`config.mk`:
```
export PLATFORM = sky130hd
export DESIGN_NAME = sprite_ctrl
export DESIGN_NICKNAME = d
export VERILOG_FILES = /design/src/rtl/sprite_ctrl_pkg.sv /design/src/rtl/sprite_ctrl_anim_seq.sv /design/src/rtl/sprite_ctrl.sv
export SDC_FILE = /design/constraint.sdc
export NUM_CORES = 1
export LEC_CHECK = 0
export CAP_MARGIN = 20
export CORE_UTILIZATION = 40
export CTS_CLUSTER_SIZE = 40
export DETAILED_ROUTE_END_ITERATION = 12
export SYNTH_ARGS = -nofsm -noshare
export SYNTH_HDL_FRONTEND = slang
export SYNTH_SLANG_ARGS = --single-unit
```
`constraint.sdc`:
```
create_clock -name clk_pix -period 9.2 [get_ports clk_pix]
set_clock_uncertainty 0.05 [all_clocks]
set_input_delay 2.76 -clock clk_pix [delete_from_list [all_inputs] [get_ports clk_pix]]
set_output_delay 2.76 -clock clk_pix [all_outputs]
set_load 0.02 [all_outputs]
```
`src/rtl/sprite_ctrl_pkg.sv`:
```
// Shared register map and bit positions for the sprite controller.
package sprite_ctrl_pkg;

  typedef enum logic [2:0] {
    REG_SPRX   = 3'd0,
    REG_SPRY   = 3'd1,
    REG_PERIOD = 3'd2,
    REG_SEQ    = 3'd3,
    REG_CTRL   = 3'd4,
    REG_STATUS = 3'd5
  } reg_addr_e;

  localparam int CTRL_VIS_BIT   = 0;
  localparam int CTRL_RUN_BIT   = 1;
  localparam int CTRL_MOVE_BIT  = 2;
  localparam int STAT_FRAME_BIT = 0;
  localparam int STAT_PEND_BIT  = 1;

  localparam int SEQ_ENTRY_W  = 2;
  localparam int SEQ_ENTRIES  = 4;
  localparam int PERIOD_W     = 6;

  typedef struct packed {
    logic move;
    logic run;
    logic vis;
  } ctrl_t;

endpackage

```
`src/rtl/sprite_ctrl_anim_seq.sv`:
```
// Animation sequencer: steps through the 4-entry frame list every PERIOD
// frames and latches the ROM base of the selected graphic at each frame.
module sprite_ctrl_anim_seq
  import sprite_ctrl_pkg::*;
#(
  parameter int ADDRW      = 12,
  parameter int SPR_PIXELS = 640,
  parameter int SPR_FRAMES = 3
) (
  input  logic                                 clk_pix,
  input  logic                                 reset,
  input  logic                                 frame,
  input  logic                                 run,
  input  logic [PERIOD_W-1:0]                  period,
  input  logic                                 period_wr,
  input  logic [SEQ_ENTRIES*SEQ_ENTRY_W-1:0]   seq,
  output logic [ADDRW-1:0]                     spr_base_addr
);

  if (SPR_FRAMES * SPR_PIXELS > (1 << ADDRW)) begin : g_bad_rom_size
    $error("sprite ROM does not fit in ADDRW address bits");
  end

  logic [PERIOD_W-1:0]    cnt, cnt_nxt;
  logic [1:0]             idx, idx_nxt;
  logic [SEQ_ENTRY_W-1:0] entry;
  logic [ADDRW-1:0]       base_nxt;

  always_comb begin
    cnt_nxt = cnt;
    idx_nxt = idx;
    if (run && period != '0) begin
      if (cnt == period - PERIOD_W'(1)) begin
        cnt_nxt = '0;
        idx_nxt = idx + 2'd1;
      end else begin
        cnt_nxt = cnt + PERIOD_W'(1);
      end
    end
  end

  // Base is decoded from the index that becomes current at this frame, so
  // the address is registered together with idx and holds for the frame.
  always_comb begin
    entry    = seq[{idx_nxt, 1'b0} +: SEQ_ENTRY_W];
    base_nxt = '0;
    if (int'(entry) < SPR_FRAMES)
      base_nxt = ADDRW'(entry) * ADDRW'(SPR_PIXELS);
  end

  always_ff @(posedge clk_pix or posedge reset) begin
    if (reset) begin
      cnt           <= '0;
      idx           <= '0;
      spr_base_addr <= '0;
    end else begin
      if (frame) begin
        idx           <= idx_nxt;
        spr_base_addr <= base_nxt;
      end
      if (period_wr)
        cnt <= '0;
      else if (frame)
        cnt <= cnt_nxt;
    end
  end

endmodule

```
`src/rtl/sprite_ctrl.sv`:
```
// Sprite controller: CPU shadow registers committed at frame boundaries,
// animation sequencing and sticky frame flag. Option: SPRITE_CTRL_AUTOMOVE_EN.
module sprite_ctrl
  import sprite_ctrl_pkg::*;
#(
  parameter int CORDW      = 16,
  parameter int ADDRW      = 12,
  parameter int SPR_PIXELS = 640,
  parameter int SPR_FRAMES = 3,
  parameter int H_RES      = 640,
  parameter int SPR_W_PIX  = 128,
  parameter int SPEED_X    = 2
) (
  input  logic                    clk_pix,
  input  logic                    reset,
  input  logic                    frame,
  input  logic                    wr_en,
  input  logic                    rd_en,
  input  logic [2:0]              reg_addr,
  input  logic [15:0]             wr_data,
  output logic [15:0]             rd_data,
  output logic signed [CORDW-1:0] sprx,
  output logic signed [CORDW-1:0] spry,
  output logic                    spr_en,
  output logic [ADDRW-1:0]        spr_base_addr,
  output logic                    frame_irq
);

  if (SPEED_X >= H_RES || SPR_W_PIX <= 0) begin : g_bad_move_cfg
    $error("auto-move step/wrap parameters are inconsistent");
  end

  logic [CORDW-1:0]    sprx_sh, spry_sh;
  ctrl_t               ctrl_sh;
  logic                pending;
  logic [PERIOD_W-1:0] period;
  logic [7:0]          seq;
  logic                run_act;
  logic                frame_flag;
  logic [15:0]         rd_mux;

  logic wr_shadow, wr_period, rd_status, commit;

  assign wr_shadow = wr_en && (reg_addr == REG_SPRX || reg_addr == REG_SPRY ||
                               reg_addr == REG_CTRL);
  assign wr_period = wr_en && reg_addr == REG_PERIOD;
  assign rd_status = rd_en && reg_addr == REG_STATUS;
  assign commit    = frame && pending;
  assign frame_irq = frame_flag;

`ifdef SPRITE_CTRL_AUTOMOVE_EN
  localparam logic signed [CORDW-1:0] MV_STEP = CORDW'(SPEED_X);
  localparam logic signed [CORDW-1:0] MV_WRAP = CORDW'(H_RES);
  localparam logic signed [CORDW-1:0] MV_HOME = CORDW'(-SPR_W_PIX);

  logic                    move_act;
  logic signed [CORDW-1:0] sprx_step, sprx_mv;

  assign sprx_step = sprx + MV_STEP;
  assign sprx_mv   = (sprx_step >= MV_WRAP) ? MV_HOME : sprx_step;
`endif

  // CPU register writes; PERIOD/SEQ are live, the rest only reach the shadow.
  always_ff @(posedge clk_pix or posedge reset) begin
    if (reset) begin
      sprx_sh <= '0;
      spry_sh <= '0;
      ctrl_sh <= '0;
      period  <= '0;
      seq     <= '0;
    end else if (wr_en) begin
      case (reg_addr_e'(reg_addr))
        REG_SPRX:   sprx_sh <= CORDW'(wr_data);
        REG_SPRY:   spry_sh <= CORDW'(wr_data);
        REG_PERIOD: period  <= wr_data[PERIOD_W-1:0];
        REG_SEQ:    seq     <= wr_data[7:0];
        REG_CTRL: begin
          ctrl_sh.vis  <= wr_data[CTRL_VIS_BIT];
          ctrl_sh.run  <= wr_data[CTRL_RUN_BIT];
`ifdef SPRITE_CTRL_AUTOMOVE_EN
          ctrl_sh.move <= wr_data[CTRL_MOVE_BIT];
`else
          ctrl_sh.move <= 1'b0;
`endif
        end
        default: ;
      endcase
    end
  end

  // A write landing on the commit frame keeps pending set for the next frame.
  always_ff @(posedge clk_pix or posedge reset) begin
    if (reset)
      pending <= 1'b0;
    else if (wr_shadow)
      pending <= 1'b1;
    else if (frame)
      pending <= 1'b0;
  end

  always_ff @(posedge clk_pix or posedge reset) begin
    if (reset) begin
      sprx     <= '0;
      spry     <= '0;
      spr_en   <= 1'b0;
      run_act  <= 1'b0;
`ifdef SPRITE_CTRL_AUTOMOVE_EN
      move_act <= 1'b0;
`endif
    end else if (commit) begin
      sprx     <= sprx_sh;
      spry     <= spry_sh;
      spr_en   <= ctrl_sh.vis;
      run_act  <= ctrl_sh.run;
`ifdef SPRITE_CTRL_AUTOMOVE_EN
      move_act <= ctrl_sh.move;
    end else if (frame && move_act) begin
      sprx     <= sprx_mv;
`endif
    end
  end

  // Frame set has priority over the read-to-clear.
  always_ff @(posedge clk_pix or posedge reset) begin
    if (reset)
      frame_flag <= 1'b0;
    else if (frame)
      frame_flag <= 1'b1;
    else if (rd_status)
      frame_flag <= 1'b0;
  end

  always_comb begin
    rd_mux = '0;
    case (reg_addr_e'(reg_addr))
      REG_SPRX:   rd_mux = 16'(sprx_sh);
      REG_SPRY:   rd_mux = 16'(spry_sh);
      REG_PERIOD: rd_mux = 16'(period);
      REG_SEQ:    rd_mux = 16'(seq);
      REG_CTRL:   rd_mux = 16'(ctrl_sh);
      REG_STATUS: begin
        rd_mux[STAT_FRAME_BIT] = frame_flag;
        rd_mux[STAT_PEND_BIT]  = pending;
      end
      default:    rd_mux = '0;
    endcase
  end

  always_ff @(posedge clk_pix or posedge reset) begin
    if (reset)
      rd_data <= '0;
    else if (rd_en)
      rd_data <= rd_mux;
  end

  sprite_ctrl_anim_seq #(
    .ADDRW      (ADDRW),
    .SPR_PIXELS (SPR_PIXELS),
    .SPR_FRAMES (SPR_FRAMES)
  ) u_anim_seq (
    .clk_pix       (clk_pix),
    .reset         (reset),
    .frame         (frame),
    .run           (run_act),
    .period        (period),
    .period_wr     (wr_period),
    .seq           (seq),
    .spr_base_addr (spr_base_addr)
  );

endmodule
```
# --- Word level (Yosys, flattened, before mapping) ---
# Index checks and enable logic that the tools add are counted.
word_totals:
  ff_bits: 120
  out_inout_bits: 62
  in_bits: 24
op_classes:
  order_cmp: 1
  n_mux: 13
  addsub: 3
  shift: 1
  mul: 1
  reduce_logical: 19
  n_eq_ne: 6
op_table:
  columns: ["cell", "n"]
  rows:
  - ["14-bit case mux with 4 select lines", 1]
  - ["6-bit 2-to-1 mux", 4]
  - ["12-bit 2-to-1 mux", 1]
  - ["2-bit case mux with 6 select lines", 1]
  - ["2-bit AND reduction", 6]
  - ["2-bit nonzero test", 4]
  - ["8-bit by 4-bit variable part select with 2-bit output", 1]
  - ["6-bit by 1-bit adder with 6-bit output, second input constant", 1]
  - ["3-bit by 2-bit equality test with 1-bit output, second input constant", 2]
  - ["3-bit equality test, second input constant", 2]
  - ["6-bit equality test", 1]
  - ["6-bit nonzero test", 1]
  - ["6-bit by 1-bit subtractor with 6-bit output, second input constant", 1]
  - ["1-bit logical AND", 5]
  - ["2-bit by 3-bit multiplier with 5-bit output, second input constant", 1]
  - ["1-bit 2-to-1 mux", 4]
  - ["2-bit 2-to-1 mux", 2]
  - ["3-bit by 1-bit equality test with 1-bit output, second input constant", 1]
  - ["3-bit logical NOT", 1]
  - ["2-bit by 1-bit adder with 2-bit output, second input constant", 1]
  - ["1-bit logical OR", 2]
  - ["2-bit < comparator, second input constant", 1]

# --- Longest topological paths before layout ---
# Gate-level depths: netlist (run 1).
depth:
  depth_word: 7
  depth_mapped: 10
  mapped_depth_nobuf: 9

# --- Cells and area by module ---
# From an unflattened synthesis (run 1), not the netlist that was laid out.
hier_totals:
  hier_cells: 350
  area_unflattened_um2: 4981.0
by_module_without_submodules:
  columns: ["mod", "n_inst", "cells_per_inst", "area_per_inst_um2"]
  rows:
  - ["sprite_ctrl", 1, 259, 4100.2]
  - ["sprite_ctrl_anim_seq", 1, 91, 880.8]

# --- Worst setup path before layout (run 1) ---
# OpenSTA, ideal clock, no wires.
synth_path:
  path_type: "input-to-reg"
  startpoint: "input port reg_addr[0]"
  endpoint: "register sprx_sh[0]"
  t_required_ps: 9025
  path_stages: 4
  n_path_buf: 2
  t_arrival_ps: 4563
  setup_ps: 125
  slack_ps: 4462
  cell_sequence: "clkbuf_1 -> nor4b_1 -> buf_2 -> mux2_2"
synth_between:
  elab_chain_len: 2
synth_rtl:
  columns: ["item", "line_no", "rtl"]
  rows:
  - ["start, declared", "sprite_ctrl.sv:19", "input logic [2:0] reg_addr,"]
  - ["3-bit logical NOT", "sprite_ctrl.sv:72", "case (reg_addr_e'(reg_addr))"]
  - ["2-bit AND reduction (no line)", null, null]
  - ["end signal, assigned", "sprite_ctrl.sv:73", "REG_SPRX: sprx_sh <= CORDW'(wr_data);"]
  - ["end, declared", "sprite_ctrl.sv:33", "logic [CORDW-1:0] sprx_sh, spry_sh;"]
# Every way passes these cells.
# A chain may end at the register's enable or synchronous reset.

# --- Worst setup path in the final report (run 1) ---
layout_path:
  startpoint: "input port reg_addr[1]"
  endpoint: "register u_anim_seq.cnt[4]"
layout_between:
  elab_chain_len: 4
  elab_cells_between_ends: 6
layout_rtl:
  columns: ["item", "line_no", "rtl"]
  rows:
  - ["3-bit by 2-bit equality test with 1-bit output *", "sprite_ctrl.sv:46", "assign wr_period = wr_en && reg_addr == REG_PERIOD;"]
  - ["1-bit logical AND *", "sprite_ctrl.sv:46", null]
  - ["2-bit nonzero test (no line)", null, null]
  - ["2-bit AND reduction (no line)", null, null]
  - ["end signal, assigned", "sprite_ctrl_anim_seq.sv:64", "cnt <= cnt_nxt;"]
  - ["end, declared", "sprite_ctrl_anim_seq.sv:24", "logic [PERIOD_W-1:0] cnt, cnt_nxt;"]
# Mark *: on every way between the ends. The rest lies on a longest branch, timed or not.

==> metrics.md, run 1 <==
| Metric | Value |
|---|---|
| Die footprint | 0.0129 mm² |
| Share of layout cells above drive strength 1 | 24.8% |
| Vias in the first global route | 3299 |
| Dominant cell type by area after synthesis | dfrtp_1 |
| Drt total wl | 10.7 mm |
| Clk root buf | clkbuf_16 |
| Max FO, Critical Path | 20 |
| Hold_ws | 0.452 ns |
| Fin. Hold Viols | 0 |
| Clock Path Buffers | 2 |
| Worst Path Arrival | 4.97 ns |
| Final cell count without fillers | 635 |
| Synth Flop Type | dfrtp_1 |
| Drt pass-1 iters | 4 |
| Syn Std Cell Area | 0.00498 mm² |
| Worst reg2reg path depth | 7 |
| Drt via density | 5.02 |
| Maxcap violations | 0 |
| Tightest Hold Check Type | reg2reg |
| H-tree Lvls | 3 |
| Net count reported at finish | 489 |
| First-pass GRT wire length | 18.0 mm |
| CTS tree | done |
| Final ANT Viol Nets | 0 |
| Die W | 114 µm |
| Hold depth | 1 |
| CTS Sinks | 110 |
| Post-Place Cells | 619 |
| Ys Warns | 0 |
| Power per cell area | 266 mW/mm² |
| GRT Total Usage | 18.3% |
| CORE AREA | 0.0121 mm² |
| Worst-skew pair later-pin latency | 0.35 ns |
| GPL Wtd Cong | 0.790 |
| RSZ-0062 raised after global routing | no |
| FFs w/ async S/R, synth | 100% |
| Max Clk Rate | 209 MHz |
| Worst slew pin tran | 0.948 ns |
| Count of input and output buffers | 77 |
| Via count | 3189 |
| I/O Pins | 86 |
| Die height | 114 µm |
| WS Path Type | in2reg |
| Wire length per cell | 16.9 µm |
| Area Growth Syn to Fin | 25.1% |
| Peak VDD IR | 100 µV |
| Sequential fraction of the synthesis area | 55.3% |
| Critical path capture point type | flop |
| Syn_area_per_cell | 12.8 µm² |
| TritonCTS Buffers | 9 |
| Antenna Cells | 0 |
| CTS hold repair buffers | 0 |
| Drc violations | 0 |
| Reg clk slew, reported paths | 0.07 ns |
| Yosys top cell area share | 55.3% |
| Number of synthesized flops with an enable pin | 0 |
| Initial DRC Count | 130 |
| Synth top area cells | dfrtp_1 55%, mux2_2 18%, mux2i_1 3.0%, mux4_2 2.3%, inv_1 2.0% |
| Data required time of the critical path | 9.38 ns |
| Post-CTS Resized | 0 |
| Mapped Cells | 390 |
| Period Utilization, post-route | 52.0% |
| Register bit count reported by yosys | 110 |
| Slew Limit Fails | 0 |
| Crit start category | input port |
| Slew HR | 36.6% |
| Largest net degree at the start of global routing | 59 |
| Status | complete, no violations |
| DP HPWL | 7.24 mm |
| Setup Viol. Count Final | 0 |
| Grt total ovfl | 0 |
| Tmin final | 4.78 ns |
| Initial antenna violation count | 0 |
| Initial core utilization | 41.3% |
| Setup TNS | 0 ns |
| # rows | 40 |
| Total setup buffers inserted after CTS | 0 |
| Leakage | 2.65 nW |
| Yosys cell types | 47 |
| Final core utilization | 51.6% |
per-layer routing:
metal	wire length (µm)	global-route usage, %
met5	0	0
met4	62	6.14
met3	319	3.51
met2	5180	28.6
met1	5180	25.6
final timing paths:
| kind | start | to | slack (ns) |
|---|---|---|---|
| min reg2reg | rd_data[0]$_DFFE_PP0P_ | rd_data[0]$_DFFE_PP0P_ | 0.45 |
| max | reg_addr[1] | u_anim_seq.cnt[4]$_DFFE_PP0P_ | 4.42 |
| max reg2reg | period[2]$_DFFE_PP0P_ | u_anim_seq.spr_base_addr[10]$_DFFE_PP0P_ | 6.39 |
| min | rd_data[0]$_DFFE_PP0P_ | rd_data[0]$_DFFE_PP0P_ | 0.45 |
| max in group asynchronous | reset | rd_data[1]$_DFFE_PP0P_ | 5.10 |
| min in group asynchronous | reset | frame_irq$_DFFE_PP0P_ | 2.82 |
area by class of cell:
cell class / instances / area, µm²
fillers: 1069 / 5830
flip-flops and latches: 110 / 2750
multi-input cells: 232 / 2020
repair buffers: 83 / 811
clock buffers: 10 / 239
well taps: 168 / 210
inverters: 26 / 100
clock inverters: 6 / 90.1
critical path, stage by stage:
cell and delay, ns:
clkdlybuf4s50_1 1.00, nor4bb_1 0.30, buf_4 0.25, a21oi_1 0.08
nand3_1 0.22, nor3_1 0.08, a211o_1 0.26
cell families after synthesis:
logic type / Yosys count / synth area share, %
flops: 110 / 55.3
fa+ha+maj: 3 / 0.754
simple gates: 60 / 6.48
xor+xnor: 11 / 2.09
mux: 101 / 23.6
compound gates: 49 / 6.71
buf+inv: 55 / 5.00
other cells: 1 / 0.0753
where the power goes:
group	switching [W]	leakage (nW)	internal, W
sequential	0.000101	1.36	0.000611
clock	0.000179	0.159	0.000248
combinational	0.000242	1.13	0.000279
total	0.000521	2.65	0.00114
cell usage in the layout (no fill, tap or decap), types with 6 or more instances in the layout:
cell type and instances:
nor2_1 11, dfrtp_1 110, clkdlybuf4s50_1 76, clkbuf_16 9, nand2_1 16, o22ai_1 14, mux2i_1 15, mux2_2 81
xnor2_1 10, buf_4 6, o21ai_1 6, inv_1 25, conb_1 8
stage by stage:
step / setup slack (ns) / instance area [µm²] / power (W)
after global placement: 3.57 / 5890 / 0.00123
after global routing: 4.25 / 6230 / 0.00175
after floorplan: 3.49 / 5000 / 0.00102
after CTS: 4.42 / 6230 / 0.00168
after detailed placement: 4.08 / 5900 / 0.00125
final: 4.42 / 6230 / 0.00166
state kept, by name (all words and copies together) (netlist names):
| name | count |
|---|---|
| spry_sh | 16 |
| ctrl_sh | 2 |
| spry | 16 |
| sprx_sh | 16 |
| sprx | 16 |
| spr_en | 1 |
| period | 6 |
| seq | 8 |
| pending | 1 |
| run_act | 1 |
| u_anim_seq.cnt | 6 |
| u_anim_seq.idx | 2 |
| frame_irq | 1 |
| rd_data | 16 |
| u_anim_seq.spr_base_addr | 2 |
synthesized netlist by cell type, types with 2 or more instances:
cell type  number
nor3b_1         2
o21ai_0         5
mux2_2         81
dfrtp_1       110
ha_1            3
nor4bb_1        2
and3_1          3
nor2b_1         5
clkbuf_1       13
o21ai_1         6
mux2i_1        15
inv_1          26
buf_4          11
a21o_1          3
nand4b_1        2
a21oi_1         5
or3_1           2
o22ai_1        14
nor2_1         11
xnor2_1        10
nand3_1         5
a31o_1          2
nor3_1          4
mux4_2          5
nand2_1        16
a31oi_1         5
buf_1           4
Note: power is estimated with default switching activity, not from simulation.
==> run 2: changes to the inputs <==
clock period = 5 ns   (was 9.2 ns; I/O delays follow)
==> run 2 against run 1 <==
  * Via count increased by 0.53%
  * Highest routed layer unchanged
  * Wire length decreased by 1.6%
  * Hold slack got worse by 0.0049 ns
  * Sequential share of layout area increased by 0.053 points
  * Register-to-register slack got worse by 4.1 ns
  * Non-clock buffer count unchanged
  * Power increased by 81%
  * Cell count unchanged
  * Critical path type unchanged
  * Critical path depth unchanged
==> metrics.md, run 2 (synthesized netlist as in run 1, its figures left out) <==
| Metric | Value |
|---|---|
| Fin. Hold Viols | 0 (unchanged) |
| Total setup buffers inserted after CTS | 0 (unchanged) |
| Clock power frac | 24.7% (was 25.7%) |
| Setup TNS | 0 ns (unchanged) |
| FILL cells | 1069 (unchanged) |
| Critical path capture point type | flop (unchanged) |
| Initial core utilization | 41.3% (unchanged) |
| WS Path Type | in2reg (unchanged) |
| Antenna Cells | 0 (unchanged) |
| Data required time of the critical path | 5.18 ns (was 9.38 ns) |
| H-tree Lvls | 3 (unchanged) |
| Post-Place Cells | 619 (unchanged) |
| Final core utilization | 51.6% (about the same) |
| Tmin final | 3.29 ns |
| Clock Path Buffers | 2 (unchanged) |
| Worst slew pin tran | 0.929 ns (was 0.948 ns) |
| Worst-skew pair later-pin latency | 0.35 ns (about the same) |
| Post-route cell area | 0.00622 mm² (was 0.00623 mm²) |
| Wire length per cell | 16.6 µm (was 16.9 µm) |
| Most frequent cells in the layout | 110 x dfrtp_1, 81 x mux2_2, 76 x clkdlybuf4s50_1, 25 x inv_1, 16 x nand2_1 (unchanged) |
| Share of layout cells above drive strength 1 | 24.6% (was 24.8%) |
| Status | complete, no violations (unchanged) |
| P_sw | 0.000949 W (was 0.000521 W) |
| Tightest Hold Check Type | reg2reg (unchanged) |
| Leakage | 2.65 nW (about the same) |
| Net Sw Frac | 31.5% (was 31.4%) |
| RSZ-0062 raised after global routing | no (unchanged) |
| Max FO, Critical Path | 13 (was 20) |
| DP HPWL | 7.01 mm (was 7.24 mm) |
| Gate power share | 31.8% (was 31.4%) |
| Vias in the first global route | 3217 (was 3299) |
| Commonest non-fill, non-tap cell in the layout | dfrtp_1 (unchanged) |
| CTS Sinks | 110 (unchanged) |
| Worst Path Arrival | 3.48 ns (was 4.97 ns) |
| First-pass GRT wire length | 17.2 mm (was 18.0 mm) |
| Slew Limit Fails | 0 (unchanged) |
| Max Clk Rate | 304 MHz |
| I/O Pins | 86 (unchanged) |
| Peak VDD IR | 194 µV (was 100 µV) |
| # rows | 40 (unchanged) |
| GPL Wtd Cong | 0.777 (was 0.790) |
| Drc violations | 0 (unchanged) |
| Int Pwr | 0.00206 W (was 0.00114 W) |
| Slew HR | 37.9% (was 36.6%) |
| Largest net degree at the start of global routing | 109 (was 59) |
| Final ANT Viol Nets | 0 (unchanged) |
| Power per cell area | 483 mW/mm² (was 266 mW/mm²) |
| Flop pwr share | 43.5% (was 42.9%) |
| Setup Viol. Count Final | 0 (unchanged) |
| Die footprint | 0.0129 mm² (unchanged) |
| Drt pass-1 iters | 4 (unchanged) |
| Post-CTS Resized | 0 (unchanged) |
| Area Growth Syn to Fin | 24.9% (was 25.1%) |
| Grt total ovfl | 0 (unchanged) |
| Reg clk slew, reported paths | 0.07 ns (about the same) |
| Net count reported at finish | 489 (unchanged) |
| Crit start category | input port (unchanged) |
| CORE AREA | 0.0121 mm² (unchanged) |
| Die W | 114 µm (unchanged) |
| Initial DRC Count | 197 (was 130) |
| GRT Total Usage | 17.4% (was 18.3%) |
| DP Area | 0.00591 mm² (was 0.00590 mm²) |
| CTS tree | done (unchanged) |
| Clk root buf | clkbuf_16 (unchanged) |
| Drt total wl | 10.6 mm (was 10.7 mm) |
| Via count | 3206 (was 3189) |
| CTS hold repair buffers | 0 (unchanged) |
| Die height | 114 µm (unchanged) |
| Final cell count without fillers | 635 (unchanged) |
| Initial antenna violation count | 0 (unchanged) |
| Drt via density | 5.05 (was 5.02) |
| Period Utilization, post-route | 65.8% |
| TritonCTS Buffers | 9 (unchanged) |
| Maxcap violations | 0 (unchanged) |
| Count of input and output buffers | 77 (unchanged) |
==> run 2: changes by cell type in the layout (fill, tap and decap cells not counted), sizes merged <==
cell / delta
bufinv: -1
clkbuf: +2
clkinvlp: -1
==> run 2: worst max-delay path, stage by stage <==
cell and delay, ns:
clkdlybuf4s50_1 0.69, nor4bb_1 0.40, buf_4 0.24, a21oi_1 0.07, nand3_1 0.23, nor3_1 0.08, a211o_1 0.26
==> run 2: cell type report <==
| class | count | area [µm²] | area share, % |
|---|---|---|---|
| clock buffer | 12 | 256 | 4.12 |
| clock inverter | 4 | 52.6 | 0.845 |
| multi-input combinational | 232 | 2020 | 32.5 |
| inverter | 26 | 100 | 1.61 |
| sequential | 110 | 2750 | 44.3 |
| tap | 168 | 210 | 3.38 |
| timing repair buffer | 83 | 823 | 13.2 |
==> run 2: worst paths after layout <==
| check | startpoint | endpoint | slack (ns) | cells after the start |
|---|---|---|---|---|
| max | reg_addr[2] | u_anim_seq.cnt[4]$_DFFE_PP0P_ | 1.71 | 7 |
| min | rd_data[0]$_DFFE_PP0P_ | rd_data[0]$_DFFE_PP0P_ | 0.45 | 1 |
| max reg2reg | period[2]$_DFFE_PP0P_ | u_anim_seq.spr_base_addr[10]$_DFFE_PP0P_ | 2.26 | 7 |
| min reg2reg | rd_data[0]$_DFFE_PP0P_ | rd_data[0]$_DFFE_PP0P_ | 0.45 | 1 |
| max in group asynchronous | reset | u_anim_seq.cnt[3]$_DFFE_PP0P_ | 2.84 | 3 |
| min in group asynchronous | reset | sprx[1]$_DFFE_PP0P_ | 1.31 | 2 |
==> run 2: through the flow <==
stage / hold WS (ns) / power, W / setup WS, ns
floorplan: 0.430 / 0.00188 / 0.548
global placement: 0.425 / 0.00227 / 1.42
detailed placement: 0.435 / 0.00229 / 1.38
CTS: 0.451 / 0.00304 / 1.74
global route: 0.473 / 0.00317 / 1.55
finish: 0.447 / 0.00301 / 1.71
==> run 2: power by group through the flow <==
stage                     sequential, W  clock (W)  combinational, W
after floorplan                 0.00143          0          0.000456
after global placement          0.00132          0          0.000951
after detailed placement        0.00133          0          0.000964
after CTS                       0.00131   0.000763          0.000968
after global routing            0.00134   0.000803           0.00103
final                           0.00131   0.000744          0.000956
==> run 2: routing by layer <==
metal	global-route usage, %	part of all wire, %
met5	0	0
met4	6.58	1.6
met3	2.39	3.0
met2	26.9	46
met1	25.0	49
